===== config.mk =====
export PLATFORM = sky130hd
export DESIGN_NAME = trap_ctrl
export DESIGN_NICKNAME = d
export VERILOG_FILES = /design/src/rtl/trap_pkg.sv /design/src/rtl/trap_irq_prio.sv /design/src/rtl/trap_ctrl.sv
export SDC_FILE = /design/constraint.sdc
export NUM_CORES = 1
export LEC_CHECK = 0
export BUFFER_PORTS_ARGS = -buffer_cell sky130_fd_sc_hd__buf_4
export CAP_MARGIN = 10
export CORE_MARGIN = 2
export CORE_UTILIZATION = 40
export DETAILED_ROUTE_END_ITERATION = 10
export PLACE_DENSITY = 0.71
export SLEW_MARGIN = 10
export SYNTH_ARGS = -nofsm -noshare
export SYNTH_HDL_FRONTEND = slang
export SYNTH_SLANG_ARGS = --single-unit

===== constraint.sdc =====
create_clock -name clk_i -period 2.2 [get_ports clk_i]
set_input_delay 0.22 -clock clk_i [delete_from_list [all_inputs] [get_ports clk_i]]
set_output_delay 0.22 -clock clk_i [all_outputs]
set_load 0.1 [all_outputs]

===== src/rtl/trap_pkg.sv =====
`default_nettype none
// ============================================================================
//  Module      : trap_pkg
//  Description : Shared definitions for the trap controller: FSM state
//                encoding, machine interrupt codes and bit positions,
//                synchronous exception codes, and the mcause builder for
//                interrupts.
//  Revision    : 1.0 - initial release
// ============================================================================
package trap_pkg;

    typedef enum logic [1:0] {
        ST_IDLE     = 2'd0,
        ST_SAVE     = 2'd1,
        ST_REDIRECT = 2'd2,
        ST_DRAIN    = 2'd3
    } state_t;

    // Machine interrupt cause codes
    localparam logic [3:0] c_irq_code_mei = 4'd11;
    localparam logic [3:0] c_irq_code_msi = 4'd3;
    localparam logic [3:0] c_irq_code_mti = 4'd7;

    // Bit positions of the pending/enable vectors, ordered {MEI, MTI, MSI}
    localparam int c_irq_bit_mei = 2;
    localparam int c_irq_bit_mti = 1;
    localparam int c_irq_bit_msi = 0;

    // Synchronous exception cause codes reported by write-back
    localparam logic [3:0] c_exc_instr_misaligned = 4'd0;
    localparam logic [3:0] c_exc_illegal_instr    = 4'd2;
    localparam logic [3:0] c_exc_load_misaligned  = 4'd4;
    localparam logic [3:0] c_exc_store_misaligned = 4'd6;

    // mcause bit that distinguishes interrupts from exceptions
    localparam int c_mcause_irq_bit = 31;

    function automatic logic [31:0] irq_mcause(input logic [3:0] code);
        logic [31:0] v;
        v                   = {28'd0, code};
        v[c_mcause_irq_bit] = 1'b1;
        return v;
    endfunction

endpackage
`default_nettype wire


===== src/rtl/trap_irq_prio.sv =====
`default_nettype none
// ============================================================================
//  Module      : trap_irq_prio
//  Description : Fixed-priority selector for the machine interrupts that are
//                both pending and enabled. Priority MEI > MSI > MTI.
//  Ports       : i_pend_en - pending & enable, ordered {MEI, MTI, MSI}
//                o_valid   - at least one interrupt is selectable
//                o_code    - cause code of the winning interrupt
//  Revision    : 1.0 - initial release
// ============================================================================
module trap_irq_prio
    import trap_pkg::*;
(
    input  logic [2:0] i_pend_en,
    output logic       o_valid,
    output logic [3:0] o_code
);

    always_comb begin
        o_valid = |i_pend_en;
        o_code  = c_irq_code_mei;
        if (i_pend_en[c_irq_bit_mei]) begin
            o_code = c_irq_code_mei;
        end else if (i_pend_en[c_irq_bit_msi]) begin
            o_code = c_irq_code_msi;
        end else if (i_pend_en[c_irq_bit_mti]) begin
            o_code = c_irq_code_mti;
        end
    end

endmodule
`default_nettype wire


===== src/rtl/trap_ctrl.sv =====
`default_nettype none
// ============================================================================
//  Module      : trap_ctrl
//  Description : Machine-mode trap / MRET sequencer. Accepts one event per
//                cycle in IDLE (exception > interrupt > MRET), strobes the
//                CSR trap write, redirects fetch, then holds the pipeline
//                flushed for FLUSH_CYCLES extra cycles. All outputs are
//                registered.
//  Parameter   : FLUSH_CYCLES (0..15) - drain cycles after the redirect
//  Macro       : TRAP_CTRL_VECTORED_EN - vectored interrupt targets when
//                mtvec_i[1:0] == 2'b01
//  Ports       : clk_i, rst_i (sync, active-high)
//                exc_*_i          - write-back exception and its details
//                wb_valid_i/wb_next_pc_i - retiring instruction, successor PC
//                mret_i           - MRET in write-back
//                xint_m*ip_i      - level interrupt lines
//                mstatus_mie_i, mie_i, mtvec_i, mepc_i - CSR state
//                trap_*_o         - CSR trap-write strobe and payload
//                mret_we_o        - mstatus restore strobe
//                redirect_*_o     - fetch redirect
//                flush_o, busy_o  - pipeline flush, sequencer busy
//  Revision    : 1.0 - initial release
// ============================================================================
module trap_ctrl
    import trap_pkg::*;
#(
    parameter int FLUSH_CYCLES = 2
) (
    input  logic        clk_i,
    input  logic        rst_i,
    input  logic        exc_valid_i,
    input  logic [3:0]  exc_cause_i,
    input  logic [31:0] exc_tval_i,
    input  logic [31:0] exc_pc_i,
    input  logic        wb_valid_i,
    input  logic [31:0] wb_next_pc_i,
    input  logic        mret_i,
    input  logic        xint_meip_i,
    input  logic        xint_mtip_i,
    input  logic        xint_msip_i,
    input  logic        mstatus_mie_i,
    input  logic [2:0]  mie_i,
    input  logic [31:0] mtvec_i,
    input  logic [31:0] mepc_i,
    output logic        trap_we_o,
    output logic [31:0] trap_mcause_o,
    output logic [31:0] trap_mepc_o,
    output logic [31:0] trap_mtval_o,
    output logic        mret_we_o,
    output logic        redirect_valid_o,
    output logic [31:0] redirect_pc_o,
    output logic        flush_o,
    output logic        busy_o
);

    // Counter value loaded on entry to DRAIN; DRAIN exits when it reaches 0
    localparam logic [3:0] c_drain_last = 4'(FLUSH_CYCLES) - 4'd1;

    state_t      r_state, w_state_nxt;
    logic [3:0]  r_cnt, w_cnt_nxt;
    logic [31:0] r_target, w_target_nxt;

    logic        w_trap_we_nxt, w_mret_we_nxt, w_redirect_valid_nxt;
    logic [31:0] w_mcause_nxt, w_mepc_nxt, w_mtval_nxt, w_redirect_pc_nxt;
    logic        w_busy_nxt;

    logic [2:0]  w_pend_en;
    logic        w_irq_valid;
    logic [3:0]  w_irq_code;
    logic        w_irq_take;
    logic [31:0] w_mtvec_base;
    logic [31:0] w_irq_target;

    assign w_pend_en    = {xint_meip_i, xint_mtip_i, xint_msip_i} & mie_i;
    assign w_irq_take   = wb_valid_i & mstatus_mie_i & w_irq_valid;
    assign w_mtvec_base = {mtvec_i[31:2], 2'b00};

    trap_irq_prio u_irq_prio (
        .i_pend_en (w_pend_en),
        .o_valid   (w_irq_valid),
        .o_code    (w_irq_code)
    );

`ifdef TRAP_CTRL_VECTORED_EN
    assign w_irq_target = (mtvec_i[1:0] == 2'b01)
                        ? w_mtvec_base + {26'd0, w_irq_code, 2'b00}
                        : w_mtvec_base;
`else
    // Mode bits have no effect in this build
    logic w_unused_mtvec_mode;
    assign w_unused_mtvec_mode = ^mtvec_i[1:0];
    assign w_irq_target        = w_mtvec_base;
`endif

    // State and sequencing registers
    always_ff @(posedge clk_i) begin
        if (rst_i) begin
            r_state  <= ST_IDLE;
            r_cnt    <= 4'd0;
            r_target <= 32'd0;
        end else begin
            r_state  <= w_state_nxt;
            r_cnt    <= w_cnt_nxt;
            r_target <= w_target_nxt;
        end
    end

    // Next state and next output values
    always_comb begin
        w_state_nxt          = r_state;
        w_cnt_nxt            = r_cnt;
        w_target_nxt         = r_target;
        w_trap_we_nxt        = 1'b0;
        w_mret_we_nxt        = 1'b0;
        w_redirect_valid_nxt = 1'b0;
        w_mcause_nxt         = trap_mcause_o;
        w_mepc_nxt           = trap_mepc_o;
        w_mtval_nxt          = trap_mtval_o;
        w_redirect_pc_nxt    = redirect_pc_o;

        case (r_state)
            ST_IDLE: begin
                if (exc_valid_i) begin
                    w_mcause_nxt  = {28'd0, exc_cause_i};
                    w_mepc_nxt    = exc_pc_i;
                    w_mtval_nxt   = exc_tval_i;
                    w_target_nxt  = w_mtvec_base;
                    w_trap_we_nxt = 1'b1;
                    w_state_nxt   = ST_SAVE;
                end else if (w_irq_take) begin
                    w_mcause_nxt  = irq_mcause(w_irq_code);
                    w_mepc_nxt    = wb_next_pc_i;
                    w_mtval_nxt   = 32'd0;
                    w_target_nxt  = w_irq_target;
                    w_trap_we_nxt = 1'b1;
                    w_state_nxt   = ST_SAVE;
                end else if (mret_i) begin
                    // MRET skips SAVE; its target is mepc as seen now
                    w_mret_we_nxt        = 1'b1;
                    w_redirect_valid_nxt = 1'b1;
                    w_redirect_pc_nxt    = mepc_i;
                    w_state_nxt          = ST_REDIRECT;
                end
            end
            ST_SAVE: begin
                w_redirect_valid_nxt = 1'b1;
                w_redirect_pc_nxt    = r_target;
                w_state_nxt          = ST_REDIRECT;
            end
            ST_REDIRECT: begin
                if (FLUSH_CYCLES == 0) begin
                    w_state_nxt = ST_IDLE;
                end else begin
                    w_cnt_nxt   = c_drain_last;
                    w_state_nxt = ST_DRAIN;
                end
            end
            ST_DRAIN: begin
                if (r_cnt == 4'd0) begin
                    w_state_nxt = ST_IDLE;
                end else begin
                    w_cnt_nxt = r_cnt - 4'd1;
                end
            end
            default: begin
                w_state_nxt = ST_IDLE;
            end
        endcase

        // Every non-IDLE state flushes, so flush and busy share one term
        w_busy_nxt = (w_state_nxt != ST_IDLE);
    end

    // Registered outputs
    always_ff @(posedge clk_i) begin
        if (rst_i) begin
            trap_we_o        <= 1'b0;
            trap_mcause_o    <= 32'd0;
            trap_mepc_o      <= 32'd0;
            trap_mtval_o     <= 32'd0;
            mret_we_o        <= 1'b0;
            redirect_valid_o <= 1'b0;
            redirect_pc_o    <= 32'd0;
            flush_o          <= 1'b0;
            busy_o           <= 1'b0;
        end else begin
            trap_we_o        <= w_trap_we_nxt;
            trap_mcause_o    <= w_mcause_nxt;
            trap_mepc_o      <= w_mepc_nxt;
            trap_mtval_o     <= w_mtval_nxt;
            mret_we_o        <= w_mret_we_nxt;
            redirect_valid_o <= w_redirect_valid_nxt;
            redirect_pc_o    <= w_redirect_pc_nxt;
            flush_o          <= w_busy_nxt;
            busy_o           <= w_busy_nxt;
        end
    end

endmodule
`default_nettype wire


; ---- Word-level counts from Yosys, hierarchy flattened
; Index checks and enable logic that the tools add are counted.
[word_totals]
reg_bits = 170
input_bits = 176
out_inout_bits = 133
[classes]
addsub = 1
n_eq_ne = 7
n_mux = 28
n_bitwise = 4
reduce_logical = 11
[op_table]
columns = cell, count
row1 = 32-bit two-way mux, 11
row2 = 32-bit one-hot mux with 2 select lines, 1
row3 = 4-bit two-way mux, 4
row4 = 2-bit two-way mux, 4
row5 = 2-bit != test (second input constant), 4
row6 = 2-bit one-hot mux with 4 select lines, 1
row7 = 4-bit one-hot mux with 2 select lines, 1
row8 = 2-bit nonzero test, 4
row9 = 1-bit two-way mux, 5
row10 = 2-bit equality test (second input constant), 2
row11 = 4-bit logical NOT, 1
row12 = 2-bit AND reduction, 2
row13 = 4-bit AND reduction, 1
row14 = 4-bit by 1-bit subtractor with 4-bit output (second input constant), 1
row15 = 3-bit AND, 1
row16 = 3-bit OR reduction, 1
row17 = 1-bit AND, 2
row18 = 2-bit by 1-bit equality test with 1-bit output (second input constant), 1
row19 = 2-bit logical NOT, 1
row20 = 1-bit one-hot mux with 2 select lines, 1
row21 = 2-bit OR reduction, 1
row22 = 1-bit inverter, 1

; ---- Longest topological paths before layout
; Gate-level depths: netlist of run 1.
[logic_depth]
ltp_word = 7
ltp_mapped = 6

; ---- Cells and area by module
; A second synthesis of run 1 with hierarchy kept.
[hier_totals]
cells_unflattened = 652
area_unflattened_um2 = 6014.5
[modules_own_cells]
columns = mod, n_inst, cells_per_inst, area_each_um2
row1 = trap_ctrl, 1, 646, 5974.5
row2 = trap_irq_prio, 1, 6, 40.0

; ---- Worst setup path before layout of run 1
; Ideal clock, no wire load.
[synth_timing]
path_type = register to output
start = register, netlist name busy_o
end = output port flush_o
arrival_ps = 1356
slack_ps = 624
path_stages_with_launch = 2
n_path_buf = 1
cell_sequence = dfxtp_1 -> buf_4
[synth_lines]
columns = item, line
row1 = "end, declared", trap_ctrl.sv:52  ; output logic flush_o,

; ---- Worst setup path after layout of run 1
[layout_timing]
start = register r_cnt[0]
end = register r_cnt[0]
[layout_via]
elab_chain_cells = 3
elab_cells_between_ends = 6
classes_between = 1 x add/sub / 1 x eq/ne / 2 x mux / 2 x reduce/logical
[layout_rtl]
columns = item, line
row1 = "start, declared", trap_ctrl.sv:60  ; logic [3:0] r_cnt, w_cnt_nxt;
row2 = "start signal, assigned", trap_ctrl.sv:103  ; r_cnt <= w_cnt_nxt;
row3 = 4-bit by 1-bit subtractor with 4-bit output / 4-bit logical NOT (equally long branches), "trap_ctrl.sv:162, trap_ctrl.sv:159"
row4 = 4-bit two-way mux / 2-bit != test (equally long branches), --
row5 = 4-bit one-hot mux with 2 select lines / 2-bit AND reduction (equally long branches), --
; Parallel ways exist; a longest one is shown, timed or not. The select of a mux whose other input is x is not followed.
; A chain may end at the register's enable or synchronous reset.

==> results of run 1 <==
## how the worst max path moves through the flow
stage / startpoint / end
floorplan: busy_o / flush_o
global route: r_state[1] / trap_mepc_o[11]
CTS: r_cnt[0] / r_cnt[0]
finish: r_cnt[0] / r_cnt[0]
detailed placement: xint_msip_i / redirect_pc_o[31]
global placement: mie_i[0] / redirect_pc_o[31]
## through the flow
stage          hold slack, ns  util (%)  total power, uW  setup slack [ns]
6_report              0.03516     58.92             9569            0.5201
5_1_grt               0.02242     58.92             9949            0.3803
2_1_floorplan          0.3560         -             5891            0.6238
3_5_place_dp           0.4482     54.93             6723            0.2981
3_3_place_gp           0.4426     54.93             6692            0.3134
4_1_cts               0.01771     58.92             9651            0.5107
## cells by family (layout without fill, tap and decap cells)
logic type               count (synthesis)  after routing  synth area share, %
AND/OR/NAND/NOR                        197            197                14.09
flip-flops                             141            141                45.92
buffers and inverters                  121            362                10.20
AO/OA/AOI/OAI                          178            178                24.12
adder cells (fa/ha/maj)                  2              2               0.4070
multiplexers                            32             32                5.211
other                                    1             27              0.06100
## registers in the layout, summed over array words and instances, names as in the netlist
name / flops
r_state: 2
r_cnt: 4
redirect_pc_o: 32
redirect_valid_o: 1
mret_we_o: 1
trap_mtval_o: 32
trap_mepc_o: 32
trap_mcause_o: 5
busy_o: 1
trap_we_o: 1
r_target: 30
## routing by layer
layer	share of wire (%)	vias up
li1	-	2813
met1	43	2585
met2	48	213
met3	7.9	22
met4	1.4	0
met5	0	-
## worst min-delay path, delay by kind of cell
family                 cells  cell delay (ns)
buffers and inverters      1             0.07
and+or+nand+nor            1             0.07
AOI/OAI and AO/OA          1             0.05
## power groups by stage
stage	registers (uW)	clock network (uW)	logic, uW
6_report	2990	2910	3660
5_1_grt	3030	3080	3840
4_1_cts	2990	2970	3680
3_5_place_dp	3050	0	3680
3_3_place_gp	3040	0	3650
2_1_floorplan	4680	0	1210
## cell usage in the layout (no fill, tap or decap), types with 5 or more instances in the layout
| master | netlist | routed |
|---|---|---|
| nor2b_1 | 30 | 30 |
| inv_1 | 34 | 34 |
| a22oi_1 | 34 | 34 |
| nand2_1 | 69 | 68 |
| nor3_1 | 8 | 8 |
| a21oi_1 | 34 | 34 |
| a221oi_2 | 29 | 29 |
| buf_12 | 0 | 6 |
| mux2i_1 | 32 | 32 |
| nand2b_1 | 5 | 5 |
| buf_4 | 33 | 290 |
| dfxtp_1 | 141 | 140 |
| clkbuf_16 | 0 | 17 |
| conb_1 | 1 | 27 |
| nor2_1 | 75 | 75 |
| a211oi_1 | 64 | 64 |
## layout make-up
| cell class | count | area (sq um) | area share [%] |
|---|---|---|---|
| Tap cell | 188 | 235.2 | 2.646 |
| Multi-Input combinational cell | 436 | 2805 | 31.55 |
| Clock buffer | 22 | 464.2 | 5.221 |
| Timing Repair Buffer | 296 | 2297 | 25.84 |
| Sequential cell | 141 | 2824 | 31.76 |
| Inverter | 34 | 127.6 | 1.435 |
| Clock inverter | 10 | 137.6 | 1.548 |
==> results.txt, run 1 <==
total number of vias: 5633
largest net degree at the start of global routing: 51
power density cells: 1076 nW/um^2
fillers: 1361
layout cells sized above 1: 38.55%
first-pass GRT wire length: 25920 microns
crit path DAT: 1.96 ns
initial antenna violation count: 0
routed wire length: 17050 microns
worst r2r src: r_cnt[0]
worst reg2reg path depth: 6
met3 usage: 6.386%
Rel. slew slack: 63.93%
CTS max path bufs: 2
Yosys cell types: 40
top cell type's share of synthesized area: 45.92%
# port buffers: 279
placed cell count: 1095
HPWL Detailed: 12220 microns
DIE HEIGHT: 128.0 microns
CP max stage delay: 0.46 ns
setup violators final: 0
hold crit path type: primary input to flop
sequential share of power: 31.3%
Sw Pwr: 3953 uW
gr usage total: 20.25%
Post-synth ARST share: 0%
Sw Ratio: 41.31%
CTS Buf Count: 17
n_diodes: 0
CP Depth: 6
critical path's top delay family: simple AND/OR/NAND/NOR gates
io pins: 309
Setup Buffers After CTS: 0
part of the power in combinational logic: 38.3%
Req. time, crit path: 2.48 ns
CTS tree: done
Peak VDD IR: 537.4 uV
clock sink count: 141
count of state elements after synthesis: 141
fin crit period: 1.680 ns
Die Wd: 128.0 microns
register area share after synthesis: 45.92%
number of global-route vias before repair: 5129
Hold Crit Depth: 3
Bufs and invs on worst path: 1
fin crit share: 76.36%
Area contributors post-synth: dfxtp_1 (46%), a211oi_1 (7.8%), a221oi_2 (7.1%)
most used routing layer: met2
final hold viol count: 0
status: complete, no violations
NumNets Final: 1104
Worst R2R Setup Slack: 0.52 ns
number of flops mapped to enable cells by yosys: 0
mapped cell area: 6147 sq um
cells along the critical path: inv_1 -> ha_1 -> or3b_2 -> o21ai_0 -> and2_1 -> a211oi_1
global route overflow: 0
Initial Util: 40.74%
fin. max-slew vios: 0
Root Driver: clkbuf_16
core footprint: 15090 sq um
min-delay src: exc_tval_i[16]
DRT iter0 DRCs: 266
Synthesis Warnings: 0
GPL Wtd Cong: 0.7558
slowest CP cell: or3b_2
H-tree level count: 4
Remaining DRCs: 0
num rows: 45
Max Cap Viol: 0
CP Class: flop to flop
die area: 16380 sq um
CP startpoint kind: flop
Synth Flop Type: dfxtp_1
Worst Tran Pin Value: 0.5411 ns
clk slew on worst S/H paths: 0.06 ns
Detail Route Antenna Nets: 0
cts repair resizes: 0
Max FO, Critical Path: 4
top-count cell post-synth: dfxtp_1
clock latency at the later pin of the worst-skew pair: 0.42 ns
clock share of power: 30.4%
Post-synth top cells: dfxtp_1 (141), nor2_1 (75), nand2_1 (69)
1st-pass router iterations: 5
reg2reg end: r_cnt[0]
met1 Use GR: 24.84%
vias per cell: 4.998
dominant cell type by area after synthesis: dfxtp_1
Cells after Synth: 672
Placed Area: 8289 sq um
non-filler cells, final: 1127
Int Power: 5616 uW
hold buffer count at CTS: 0
post-route cell area: 8891 sq um
area delta synth->final: 44.64%
syn avg cell area: 9.148 sq um
CP endpoint kind: flop
RSZ-0062 raised after global routing: false
met2 usage: 33.60%
Worst Hold Path EP: trap_mtval_o[16]
Setup TNS: 0 ns
fmax: 595.3 MHz
leakage dissipation: 0.003936 uW
Avg WL per Cell: 15.12 microns
Layout Skew: 0.005633 ns
No activity file was read; power rests on OpenSTA's default activity.
==> inputs of run 2 (changes only) <==
- ABC_AREA: unset -> 1
- clock period: 2.2 -> 1.5 ns (I/O delays scaled with it)
==> run 2 against run 1 <==
  * Clock power up 60%
  * Critical path type unchanged
  * Register-to-register slack lost 0.38 ns
  * Worst hold slack got worse by 0.020 ns
  * Synthesized cell count up 62%
==> results.txt, run 2 <==
HPWL Detailed: 13930 microns (+14%)
area delta synth->final: 50.76%
DRT iter0 DRCs: 450 (+69%)
reg2reg end: trap_mtval_o[19]
Avg WL per Cell: 13.09 microns (-13%)
total power: 19590 uW (+100%)
clk slew on worst S/H paths: 0.06 ns (about the same)
Root Driver: clkbuf_16
clock sink count: 141 (unchanged)
gr usage total: 22.52% (+2.3 points)
number of global-route vias before repair: 7019 (+37%)
number of flops mapped to enable cells by yosys: 0 (unchanged)
CP max stage delay: 0.42 ns (-0.04 ns)
count of state elements after synthesis: 141 (unchanged)
worst r2r src: r_state[1]
min-delay src: exc_tval_i[5]
largest net degree at the start of global routing: 73 (+43%)
part of the power in combinational logic: 50.6% (+12 points)
GPL Wtd Cong: 0.7946 (+5.1%)
Initial Util: 40.82% (+0.079 points)
fin. max-slew vios: 0 (unchanged)
CP Class: flop to flop
CTS max path bufs: 2 (unchanged)
1st-pass router iterations: 5 (unchanged)
Setup Buffers After CTS: 0 (unchanged)
initial antenna violation count: 1 (+1)
register area share after synthesis: 40.12% (-5.8 points)
num rows: 48 (+6.7%)
global route overflow: 0 (unchanged)
io pins: 309 (unchanged)
status: complete, no violations
Bufs and invs on worst path: 2 (+1)
CP Depth: 6 (unchanged)
CTS Buf Count: 17 (unchanged)
dominant cell type by area after synthesis: dfxtp_1
Max FO, Critical Path: 31 (+27)
clock latency at the later pin of the worst-skew pair: 0.42 ns (about the same)
Die Wd: 136.6 microns (+6.8%)
# port buffers: 279 (unchanged)
Synth Flop Type: dfxtp_1
Worst R2R Setup Slack: 0.14 ns (-0.38 ns)
Post-synth ARST share: 0% (unchanged)
top-count cell post-synth: nand2_1
syn avg cell area: 6.478 sq um (-29%)
routed wire length: 21320 microns (+25%)
sequential share of power: 25.6% (-5.7 points)
Sw Ratio: 48.26% (+6.9 points)
Yosys cell types: 23 (-43%)
Remaining DRCs: 0 (unchanged)
Synthesis Warnings: 0 (unchanged)
Hold Crit Depth: 3 (unchanged)
setup violators final: 0 (unchanged)
Req. time, crit path: 1.84 ns (-0.64 ns)
CTS tree: done
CP startpoint kind: flop
Sw Pwr: 9452 uW (+140%)
worst reg2reg path depth: 6 (unchanged)
power density cells: 1847 nW/um^2 (+72%)
vias per cell: 4.697 (-6.0%)
critical path's top delay family: flip-flops
Max Cap Viol: 0 (unchanged)
fmax: 734.1 MHz (+23%)
Layout Skew: 0.01084 ns (+0.005206 ns)
Cells after Synth: 1086 (+62%)
layout cells sized above 1: 25.11% (-13 points)
top flop regs: redirect_pc_o (32), trap_mepc_o (32), trap_mtval_o (32)
mapped cell area: 7035 sq um (+14%)
clock share of power: 23.8% (-6.6 points)
Area contributors post-synth: dfxtp_1 (40%), nand2_1 (16%), nand3_1 (12%)
Peak VDD IR: 990.7 uV (+84%)
leakage dissipation: 0.005523 uW (+40%)
most common cell after layout, fill and taps aside: nand2_1
Setup TNS: 0 ns (unchanged)
cells along the critical path: nor2_4 -> nand2_4 -> buf_12 -> buf_4 -> nand3_1 -> a21oi_1
Int Power: 10140 uW (+80%)
fin crit period: 1.362 ns (-0.3176 ns)
slowest CP cell: dfxtp_1
fin crit share: 90.82% (+14 points)
crit path DAT: 1.70 ns (-0.26 ns)
RSZ-0062 raised after global routing: false
H-tree level count: 4 (unchanged)
first-pass GRT wire length: 33470 microns (+29%)
hold crit path type: primary input to flop
CP endpoint kind: flop
DIE HEIGHT: 136.6 microns (+6.8%)
die area: 18670 sq um (+14%)
Worst Hold Path EP: trap_mtval_o[5]
final hold viol count: 0 (unchanged)
NumNets Final: 1567 (+42%)
core footprint: 17240 sq um (+14%)
top cell type's share of synthesized area: 40.12% (-5.8 points)
Detail Route Antenna Nets: 0 (unchanged)
Post-synth top cells: nand2_1 (305), nand3_1 (167), dfxtp_1 (141)
total number of vias: 7646 (+36%)
most frequent cells in the layout: nand2_1 (303), buf_4 (291), nand3_1 (167)
run 2: cell count changes in the layout (fill, tap and decap cells not counted), sizes merged, moves of 5 or more:
| cell | before | now |
|---|---|---|
| inv | 35 | 113 |
| buf | 296 | 311 |
| nand2b | 5 | 0 |
| dlygate4sd3 | 0 | 60 |
| a22oi | 34 | 0 |
| mux2i | 32 | 0 |
| a221oi | 30 | 0 |
| a211oi | 64 | 0 |
| nor2 | 75 | 99 |
| nor2b | 30 | 0 |
| nand3 | 1 | 169 |
| a21oi | 34 | 131 |
| nand2 | 69 | 306 |
| nor3 | 8 | 1 |
run 2: cells by family (layout without fill, tap and decap cells):
| family | after synthesis | in the layout | synth area share [%] |
|---|---|---|---|
| AO/OA/AOI/OAI | 141 | 141 | 10.14 |
| flip-flops | 141 | 141 | 40.12 |
| adder cells (fa/ha/maj) | 2 | 2 | 0.3556 |
| XOR/XNOR | 2 | 2 | 0.2490 |
| AND/OR/NAND/NOR | 575 | 575 | 33.91 |
| buffers and inverters | 224 | 514 | 15.17 |
| other | 1 | 28 | 0.05330 |
run 2: timing repair:
item	CTS	global route
gates resized for setup	0	5
endpoints found under the setup margin	0	14
hold endpoints to repair	60	0
hold buffers	60	0
run 2: worst max path at each step:
stage / startpoint / end / slack, ns
after floorplan: trap_mepc_o[21] / trap_mepc_o[21] / 0.20
after global placement: r_state[0] / busy_o / 0.08
after detailed placement: r_state[0] / busy_o / 0.06
after CTS: r_state[0] / busy_o / 0.05
after global routing: r_state[1] / redirect_pc_o[23] / 0.008
final: r_state[1] / trap_mtval_o[19] / 0.14
run 2: power groups by stage:
stage / clock network (uW) / logic [uW] / registers [uW]
global route: 4910 / 10600 / 5100
finish: 4670 / 9910 / 5010
CTS: 4750 / 9910 / 5000
global placement: 0 / 9690 / 5040
floorplan: 0 / 3420 / 9290
detailed placement: 0 / 9760 / 5070
run 2: layer usage:
layer  wire [microns]  global-route usage, %
met1             8827                  27.31
met2            10310                  37.42
met3             1634                  6.519
met4              546                  9.086
met5                0                      0
run 2: metrics by stage:
stage | cells | cell area [sq um] | hold WS [ns] | util, % | setup WS [ns]
3_5_place_dp | 1535 | 9344 | 0.3784 | 54.21 | 0.06333
4_1_cts | 1627 | 10590 | 0.0003577 | 61.44 | 0.04998
6_report | 1628 | 10610 | 0.01497 | 61.53 | 0.1378
3_3_place_gp | 1535 | 9344 | 0.3675 | 54.21 | 0.07851
5_1_grt | 1628 | 10610 | 0.004543 | 61.53 | 0.007881
2_1_floorplan | 1112 | 7134 | 0.2817 | - | 0.2029
run 2: worst reg2reg max path, delay by kind of cell (launching register included):
family	cells	cell delay, ns
AND/OR/NAND/NOR	3	0.30
buffers and inverters	2	0.42
AO/OA/AOI/OAI	1	0.15
flip-flops	1	0.42
run 2: final cells by class:
class | count | area [sq um]
sequential | 141 | 2825
clock buffer | 19 | 432.9
inverter | 111 | 417.9
tap | 225 | 281.5
fill | 1559 | 6630
multi-input combinational | 747 | 3266
timing repair buffer | 371 | 3168
clock inverter | 13 | 212.7
antenna | 1 | 2.502
